==> src/rtl/fetch_queue_if.sv <==
// Bundle of the IF-side push port and ID-side head port of the fetch queue.
// The producer/consumer side uses the master modport and the queue uses the slave modport.
interface fetch_queue_if #(
    parameter int PC_W   = 16,
    parameter int INST_W = 16,
    parameter int DEPTH  = 4
);
    localparam int CNT_W = $clog2(DEPTH) + 1;

    logic              if_valid;
    logic [PC_W-1:0]   if_pc;
    logic [INST_W-1:0] if_inst;
    logic              if_ready;
    logic              id_stall;
    logic              flush;
    logic              id_valid;
    logic [PC_W-1:0]   id_pc;
    logic [INST_W-1:0] id_inst;
    logic [CNT_W-1:0]  count;

    modport master (
        output if_valid, if_pc, if_inst, id_stall, flush,
        input  if_ready, id_valid, id_pc, id_inst, count
    );

    modport slave (
        input  if_valid, if_pc, if_inst, id_stall, flush,
        output if_ready, id_valid, id_pc, id_inst, count
    );
endinterface

==> src/rtl/fetch_queue.sv <==
// IF/ID boundary queue: DEPTH-entry in-order buffer of (pc, inst) pairs with flush.
// The head entry is presented combinationally from registered state; empty shows a bubble.
module fetch_queue #(
    parameter int                PC_W     = 16,
    parameter int                INST_W   = 16,
    parameter int                DEPTH    = 4,
    parameter logic [INST_W-1:0] NOP_INST = 16'h0800
) (
    input  logic          clk,
    input  logic          rst,
    fetch_queue_if.slave  bus
);
    localparam int AW = $clog2(DEPTH);
    localparam int CW = AW + 1;

    logic [PC_W-1:0]   pc_mem   [DEPTH];
    logic [INST_W-1:0] inst_mem [DEPTH];
    logic [AW-1:0]     rd_ptr;
    logic [AW-1:0]     wr_ptr;
    logic [CW-1:0]     count_q;
    logic              ready;
    logic              valid;
    logic              push;
    logic              pop;

    // Handshake: a word moves IF->queue on a clk edge when if_valid & if_ready, and
    // queue->ID when id_valid & ~id_stall; if_ready depends on registered count only.
    assign ready = (count_q < CW'(DEPTH));
    assign valid = (count_q != '0);
    assign push  = bus.if_valid & ready;
    assign pop   = valid & ~bus.id_stall;

    assign bus.if_ready = ready;
    assign bus.id_valid = valid;
    assign bus.id_pc    = valid ? pc_mem[rd_ptr]   : '0;
    assign bus.id_inst  = valid ? inst_mem[rd_ptr] : NOP_INST;
    assign bus.count    = count_q;

    always_ff @(posedge clk or negedge rst) begin
        if (!rst) begin
            rd_ptr  <= '0;
            wr_ptr  <= '0;
            count_q <= '0;
        end else if (bus.flush) begin
            rd_ptr  <= '0;
            wr_ptr  <= '0;
            count_q <= '0;
        end else begin
            if (push) wr_ptr <= wr_ptr + 1'b1;
            if (pop)  rd_ptr <= rd_ptr + 1'b1;
            case ({push, pop})
                2'b10:   count_q <= count_q + CW'(1);
                2'b01:   count_q <= count_q - CW'(1);
                default: count_q <= count_q;
            endcase
        end
    end

    // Storage is left uncleared; entries beyond count are never presented.
    always_ff @(posedge clk) begin
        if (push && !bus.flush) begin
            pc_mem[wr_ptr]   <= bus.if_pc;
            inst_mem[wr_ptr] <= bus.if_inst;
        end
    end
endmodule
==> src/flat_wrapper.sv <==
// flat-port wrapper written by rule: the top's interface ports become plain ports
module fetch_queue_flat 
#(
    parameter int                PC_W     = 16,
    parameter int                INST_W   = 16,
    parameter int                DEPTH    = 4,
    parameter logic [INST_W-1:0] NOP_INST = 16'h0800
)
  (clk, rst, bus_if_valid, bus_if_pc, bus_if_inst, bus_id_stall, bus_flush, bus_if_ready, bus_id_valid, bus_id_pc, bus_id_inst, bus_count);
  fetch_queue_if #(.PC_W(PC_W), .INST_W(INST_W), .DEPTH(DEPTH)) bus_i ();
  input  logic clk;
  input  logic rst;
  input wire logic [$bits(bus_i.if_valid)-1:0] bus_if_valid;
  input wire logic [$bits(bus_i.if_pc)-1:0] bus_if_pc;
  input wire logic [$bits(bus_i.if_inst)-1:0] bus_if_inst;
  input wire logic [$bits(bus_i.id_stall)-1:0] bus_id_stall;
  input wire logic [$bits(bus_i.flush)-1:0] bus_flush;
  output wire logic [$bits(bus_i.if_ready)-1:0] bus_if_ready;
  output wire logic [$bits(bus_i.id_valid)-1:0] bus_id_valid;
  output wire logic [$bits(bus_i.id_pc)-1:0] bus_id_pc;
  output wire logic [$bits(bus_i.id_inst)-1:0] bus_id_inst;
  output wire logic [$bits(bus_i.count)-1:0] bus_count;
  assign bus_i.if_valid = bus_if_valid;
  assign bus_i.if_pc = bus_if_pc;
  assign bus_i.if_inst = bus_if_inst;
  assign bus_i.id_stall = bus_id_stall;
  assign bus_i.flush = bus_flush;
  assign bus_if_ready = bus_i.if_ready;
  assign bus_id_valid = bus_i.id_valid;
  assign bus_id_pc = bus_i.id_pc;
  assign bus_id_inst = bus_i.id_inst;
  assign bus_count = bus_i.count;
  fetch_queue #(.PC_W(PC_W), .INST_W(INST_W), .DEPTH(DEPTH), .NOP_INST(NOP_INST)) u_core (.clk(clk), .rst(rst), .bus(bus_i));
endmodule
==> config.mk <==
export PLATFORM = sky130hd
export DESIGN_NAME = fetch_queue_flat
export DESIGN_NICKNAME = d
export VERILOG_FILES = /design/src/rtl/fetch_queue_if.sv /design/src/rtl/fetch_queue.sv /design/src/flat_wrapper.sv
export SDC_FILE = /design/constraint.sdc
export NUM_CORES = 1
export LEC_CHECK = 0
export CAP_MARGIN = 15
export CELL_PAD_IN_SITES_DETAIL_PLACEMENT = 2
export CELL_PAD_IN_SITES_GLOBAL_PLACEMENT = 2
export CORE_MARGIN = 5
export CORE_UTILIZATION = 41
export DETAILED_ROUTE_END_ITERATION = 6
export GPL_TIMING_DRIVEN = 0
export MAX_ROUTING_LAYER = met4
export PLACE_DENSITY_LB_ADDON = 0.2
export REMOVE_ABC_BUFFERS = 1
export SLEW_MARGIN = 30
export SYNTH_ARGS = -nofsm -noshare
export SYNTH_HDL_FRONTEND = slang
export SYNTH_SLANG_ARGS = --single-unit
==> constraint.sdc <==
create_clock -name clk -period 2.8 [get_ports clk]
set_clock_uncertainty 0.1 [all_clocks]
set_input_delay 0.42 -clock clk [delete_from_list [all_inputs] [get_ports clk]]
set_output_delay 0.42 -clock clk [all_outputs]
set_load 0.005 [all_outputs]
# After elaboration in Yosys (flattened, before gate mapping)
# Memories as Yosys holds them, arrays and structs flattened.
# Cells that the tools add are included.
[word_totals]
ff_bits = 7
input_bits = 37
ramBits = 128
word_cells = 31
mem_count = 2
[mem_list]
columns = ["name", "depth", "word_bits", "rd", "rd_clocked_by_memory_dff", "write_ports", "line_no", "text"]
rows = [
  ["u_core.inst_mem", 4, 16, 1, 0, 1, "fetch_queue.sv:17", "logic [INST_W-1:0] inst_mem [DEPTH];"],
  ["u_core.pc_mem", 4, 16, 1, 0, 1, "fetch_queue.sv:16", "logic [PC_W-1:0] pc_mem [DEPTH];"],
]
[classes]
addsub = 4
n_lt_le_gt_ge = 1
n_eq_ne = 2
muxes = 10
n_reduce_logical = 6
bitwise_logic = 3
[op_table]
columns = ["cell", "count"]
rows = [
  ["16-bit two-way mux", 2],
  ["2-bit two-way mux", 4],
  ["3-bit one-hot mux with 2 select lines", 1],
  ["3-bit nonzero test", 2],
  ["2-bit by 1-bit adder with 2-bit output (second input constant)", 2],
  ["2-bit nonzero test", 2],
  ["3-bit by 1-bit adder with 3-bit output (second input constant)", 1],
  ["3-bit less-than comparator (second input constant)", 1],
  ["3-bit two-way mux", 1],
  ["3-bit by 1-bit subtractor with 3-bit output (second input constant)", 1],
  ["1-bit AND", 2],
  ["2-bit by 1-bit equality test with 1-bit output (second input constant)", 1],
  ["2-bit equality test (second input constant)", 1],
  ["1-bit two-way mux", 2],
  ["1-bit logical AND", 1],
  ["1-bit logical NOT", 1],
  ["1-bit inverter", 1],
]

# Depth between registers and ports, before layout
[depth]
ltp_word = 5
mapped_depth = 7
mapped_depth_nobuf = 6

# Worst setup path before layout
# OpenSTA, ideal clock, no wires.
[synth_timing]
path_kind = "register to register"
startpoint = "register u_core.count_q[0] (netlist: u_core.bus.count[0])"
endpoint = "register u_core.count_q[2] (netlist: u_core.bus.count[2])"
path_stages_with_launch = 8
arrival_ns = 2.189
slack_ns = 0.429
setup_ns = 0.082
t_required_ns = 2.618
path_cell_list = "dfrtp_1 clkbuf_2 nor3_2 or2_4 nor2_1 fa_1 or4_1 a31oi_1"
[synth_via]
elab_chain_len = 5
elab_cells_between_ends = 11
cone_classes = "2 x add/sub; 1 x order compare; 2 x eq/ne; 2 x mux; 2 x bitwise; 2 x reduce/logical"
[synth_rtl]
columns = ["element", "line_no", "text"]
rows = [
  ["start: declaration", "fetch_queue.sv:20", "logic [CW-1:0] count_q;"],
  ["start signal: assignment", "fetch_queue.sv:52", "2'b10: count_q <= count_q + CW'(1);"],
  ["start signal: assignment", "fetch_queue.sv:53", "2'b01: count_q <= count_q - CW'(1);"],
  ["start signal: assignment", "fetch_queue.sv:54", "default: count_q <= count_q;"],
  ["3-bit less-than comparator or 3-bit nonzero test (tied branches)", "fetch_queue.sv:28, fetch_queue.sv:29", ""],
  ["1-bit AND (on tied branches)", "fetch_queue.sv:30, fetch_queue.sv:31", ""],
  ["2-bit by 1-bit equality test with 1-bit output or 2-bit equality test (tied branches)", "fetch_queue.sv:51", "case ({push, pop})"],
  ["3-bit one-hot mux with 2 select lines", "fetch_queue.sv:51", ""],
  ["3-bit two-way mux", "fetch_queue.sv:44", "end else if (bus.flush) begin"],
]
# Several ways; a longest one is shown, not always the timed one.
# A chain may end at the register's enable or synchronous reset.

# Worst setup path after layout
[layout_timing]
startpoint = "register u_core.rd_ptr[0]"
endpoint = "output port bus_id_inst[0]"
[layout_via]
elab_chain_len = 2
[layout_rtl]
columns = ["element", "line_no", "text"]
rows = [
  ["start: declaration", "fetch_queue.sv:18", "logic [AW-1:0] rd_ptr;"],
  ["start signal: assignment", "fetch_queue.sv:50", "if (pop) rd_ptr <= rd_ptr + 1'b1;"],
  ["memory read 4 x 16 bit", "n/a", ""],
  ["16-bit two-way mux", "fetch_queue.sv:36", "assign bus.id_inst = valid ? inst_mem[rd_ptr] : NOP_INST;"],
  ["end: declaration", "flat_wrapper.sv:21", "output wire logic [$bits(bus_i.id_inst)-1:0] bus_id_inst;"],
]
# Every way passes these cells.

==> metrics.txt <==
Avg Inst Size Synth just over 20 sq um; Core Region 12700 sq um; Post-Route WL approximately 13000 microns; global route overflow 0; Max-Cap Viols 0; area leader, netlist edfxtp_1; WL/cell 23.3 microns; Critical Path End Type primary output; Root Buffer clkbuf_16; Area Growth Syn to Fin 33.6%; crit-path leading delay family buffers and inverters; Post-Synth Adder-Cell Area 0.0132; post-synthesis sequential area ratio 0.754; Setup Viol. Count Final 0; GPL Wtd Cong between 0.7 and 0.8; FMAX between 0.3 and 0.4 GHz; Worst EP required about 2.3 ns; DRT antenna net count 0; die area approximately 15000 sq um; antenna violations before repair 0; Synth Area in XOR/XNOR 0.00822; CTS tree done; vias in the first global route about 3200; drt drc 0; Post-synth ARST share 0.0519; slowest CP cell mux4_2; pre-CTS WS -0.0910 ns; VDD IR max 451 uV; Cells after Synth around 260; largest net degree at the start of global routing 22; Hold Path Class input port to asynchronous set/reset pin; Netlist cell types 30; hold buffers post-CTS 0; status completed; dpl hpwl between 7000 and 8000 microns; Worst Path Arrival between 2 and 2.5 ns; Worst-path clk slew roughly 0.060 ns; Tcrit/Tclk final 0.981; Crit Path Class flip-flop to primary output; ys flop type edfxtp_1; Synth Cell Area about 5300 sq um; Post-Synth Simple-Gate Area 0.0625; via density per instance just over 5; Critical Path Fanout Max 10; FP Rows 41; Compound-Gate Fraction of Synth Area 0.0113; Worst-Margin Slew about 0.51 ns; Crit path depth 4; top cells by area, synth edfxtp_1, mux4_2, nor2b_1; port buffer count 73; Leak around 2.4 nW; fraction of layout cells with a size suffix above 1 0.234; Initial Utilization 0.420; H-tree depth 4; CTS Sinks ~140; Worst Setup SP u_core.rd_ptr[0]$_DFFE_PN0P_; worst setup margin around 0.054 ns; all-layer global routing usage 0.183; unrepaired setup endpoints after global routing true; dpl cells approximately 500; worst r2r path cells 7; Layout Cells excl Fill between 500 and 600; fin util 0.562; final hold viol count 0; Post-synth EDFFs around 130; RR Startpoint u_core.bus.count[0]$_DFFE_PN0P_; CP Buf/Inv Count 2; worst-path cell chain clkbuf_16 > mux4_2 > nor2b_1 > clkdlybuf4s50_1; Vias 2763; overall die width between 100 and 150 microns; Design Power between 0.005 and 0.006 W; register bit total from synthesis 135; crit-path max cell delay 0.50 ns; Iter 0 DRT Violations ~150; Slew headroom 0.663; Clock Tree Buf Depth 2; post-layout minimum cycle time approximately 2.7 ns; Yosys top cell area share 0.721; first-pass GRT wire length about 19000 microns; IO Count 74; largest family of logic cells by synthesized area multiplexers; Slew Viols, Final 0; yosys warns 0; first-pass detailed-route iteration total 5; Layout Nets between 300 and 400; mux contribution to synthesized area 0.135; ant diodes 0; die height ~120 microns; kind of start point of the critical path flip-flop; CTS buffer count 17; worst-skew pair later-pin latency slightly above 0.4 ns; Power Dens Cells approximately 760 nW/um^2
[power breakdown]
group / internal, W / switching (W) / total, W
combinational: 0.000511 / 0.000348 / 0.000860
clock: 0.00138 / 0.000832 / 0.00222
sequential: 0.00229 / 0.0000535 / 0.00235
total: 0.00419 / 0.00123 / 0.00542
[state kept, by name (all words and copies together), names as in the netlist]
register	count
u_core.rd_ptr	2
u_core.pc_mem	64
u_core.inst_mem	64
u_core.bus.count	3
u_core.wr_ptr	2
[placed cells by master (no fill, tap or decap), types with 4 or more instances in the layout]
cell and count:
edfxtp_1 128, clkdlybuf4s50_1 66, mux4_2 32, nor2b_1 31, clkbuf_16 18, nor2_1 7
dlymetal6s2s_1 7, inv_1 5, buf_16 5, dfrtp_1 5, and2_2 4, xnor2_1 4
nand2_1 4, ha_1 4, clkinv_2 4, clkinvlp_4 4
[metrics by stage]
step / setup TNS [ns] / area [sq um] / hold slack [ns]
final: 0 / 7120 / 0.182
after global placement: -117.47 / 6210 / 0.467
after detailed placement: -0.0910 / 6410 / 0.513
after global routing: -0.168 / 7120 / 0.196
after floorplan: -0.402 / 5270 / 0.0244
after CTS: 0 / 7060 / 0.182
[synthesized netlist by cell type (2+ instances only)]
master	n
edfxtp_1	128
mux4_2	32
nor2b_1	32
clkbuf_1	8
dfrtp_1	7
nor2_1	7
inv_1	5
and2_1	4
buf_2	4
ha_1	4
nand2_1	4
xnor2_1	4
a21oi_1	3
o21ai_0	3
nor3b_1	2
[cell type report]
| type | count | area, sq um |
|---|---|---|
| sequential | 135 | 4030 |
| clock buffer | 17 | 425 |
| timing repair buffer | 88 | 1030 |
| multi-input combinational | 108 | 1240 |
| tap | 172 | 215 |
| fill | 1088 | 5550 |
| inverter | 5 | 18.8 |
| clock inverter | 15 | 160 |
[routing by layer]
metal / global-route usage / part of all wire / up-vias
li1: - / - / 1226
met4: 0.0595 / 0.011 / 0
met3: 0.0531 / 0.039 / 11
met1: 0.203 / 0.40 / 1469
met5: - / 0 / -
met2: 0.319 / 0.55 / 57
[worst register-to-register path, stage by stage, from the launching register on]
cell and delay (ns):
dfrtp_1 0.53, nor3_4 0.27, buf_8 0.18, or2_4 0.15
nor2_1 0.06, fa_1 0.43, or4_1 0.56, a31oi_1 0.25
[logic make-up (layout without fill, tap and decap cells)]
logic type | count (synthesis) | after routing
fa+ha+maj | 5 | 5
compound gates | 10 | 10
flops | 135 | 135
buf+inv | 19 | 125
xor+xnor | 5 | 5
simple gates | 56 | 56
mux | 32 | 32
[path summary, 6_finish.rpt]
kind | to | slack, ns
setup / recovery | bus_id_inst[0] | 0.05
hold / removal | u_core.bus.count[0]$_DFFE_PN0P_ | 0.18
setup reg to reg | u_core.bus.count[2]$_DFFE_PN0P_ | 0.16
hold reg to reg | u_core.wr_ptr[0]$_DFFE_PN0P_ | 0.53
max in group asynchronous | u_core.rd_ptr[0]$_DFFE_PN0P_ | 2.12
min in group clk | u_core.wr_ptr[0]$_DFFE_PN0P_ | 0.53
[timing repair]
item	CTS	global route
gates resized for setup	2	10
buffers inserted	5	1
endpoints found under the setup margin	34	23
pin swaps	1	0
cloned	0	1
Note: power is estimated with default switching activity, not from simulation.
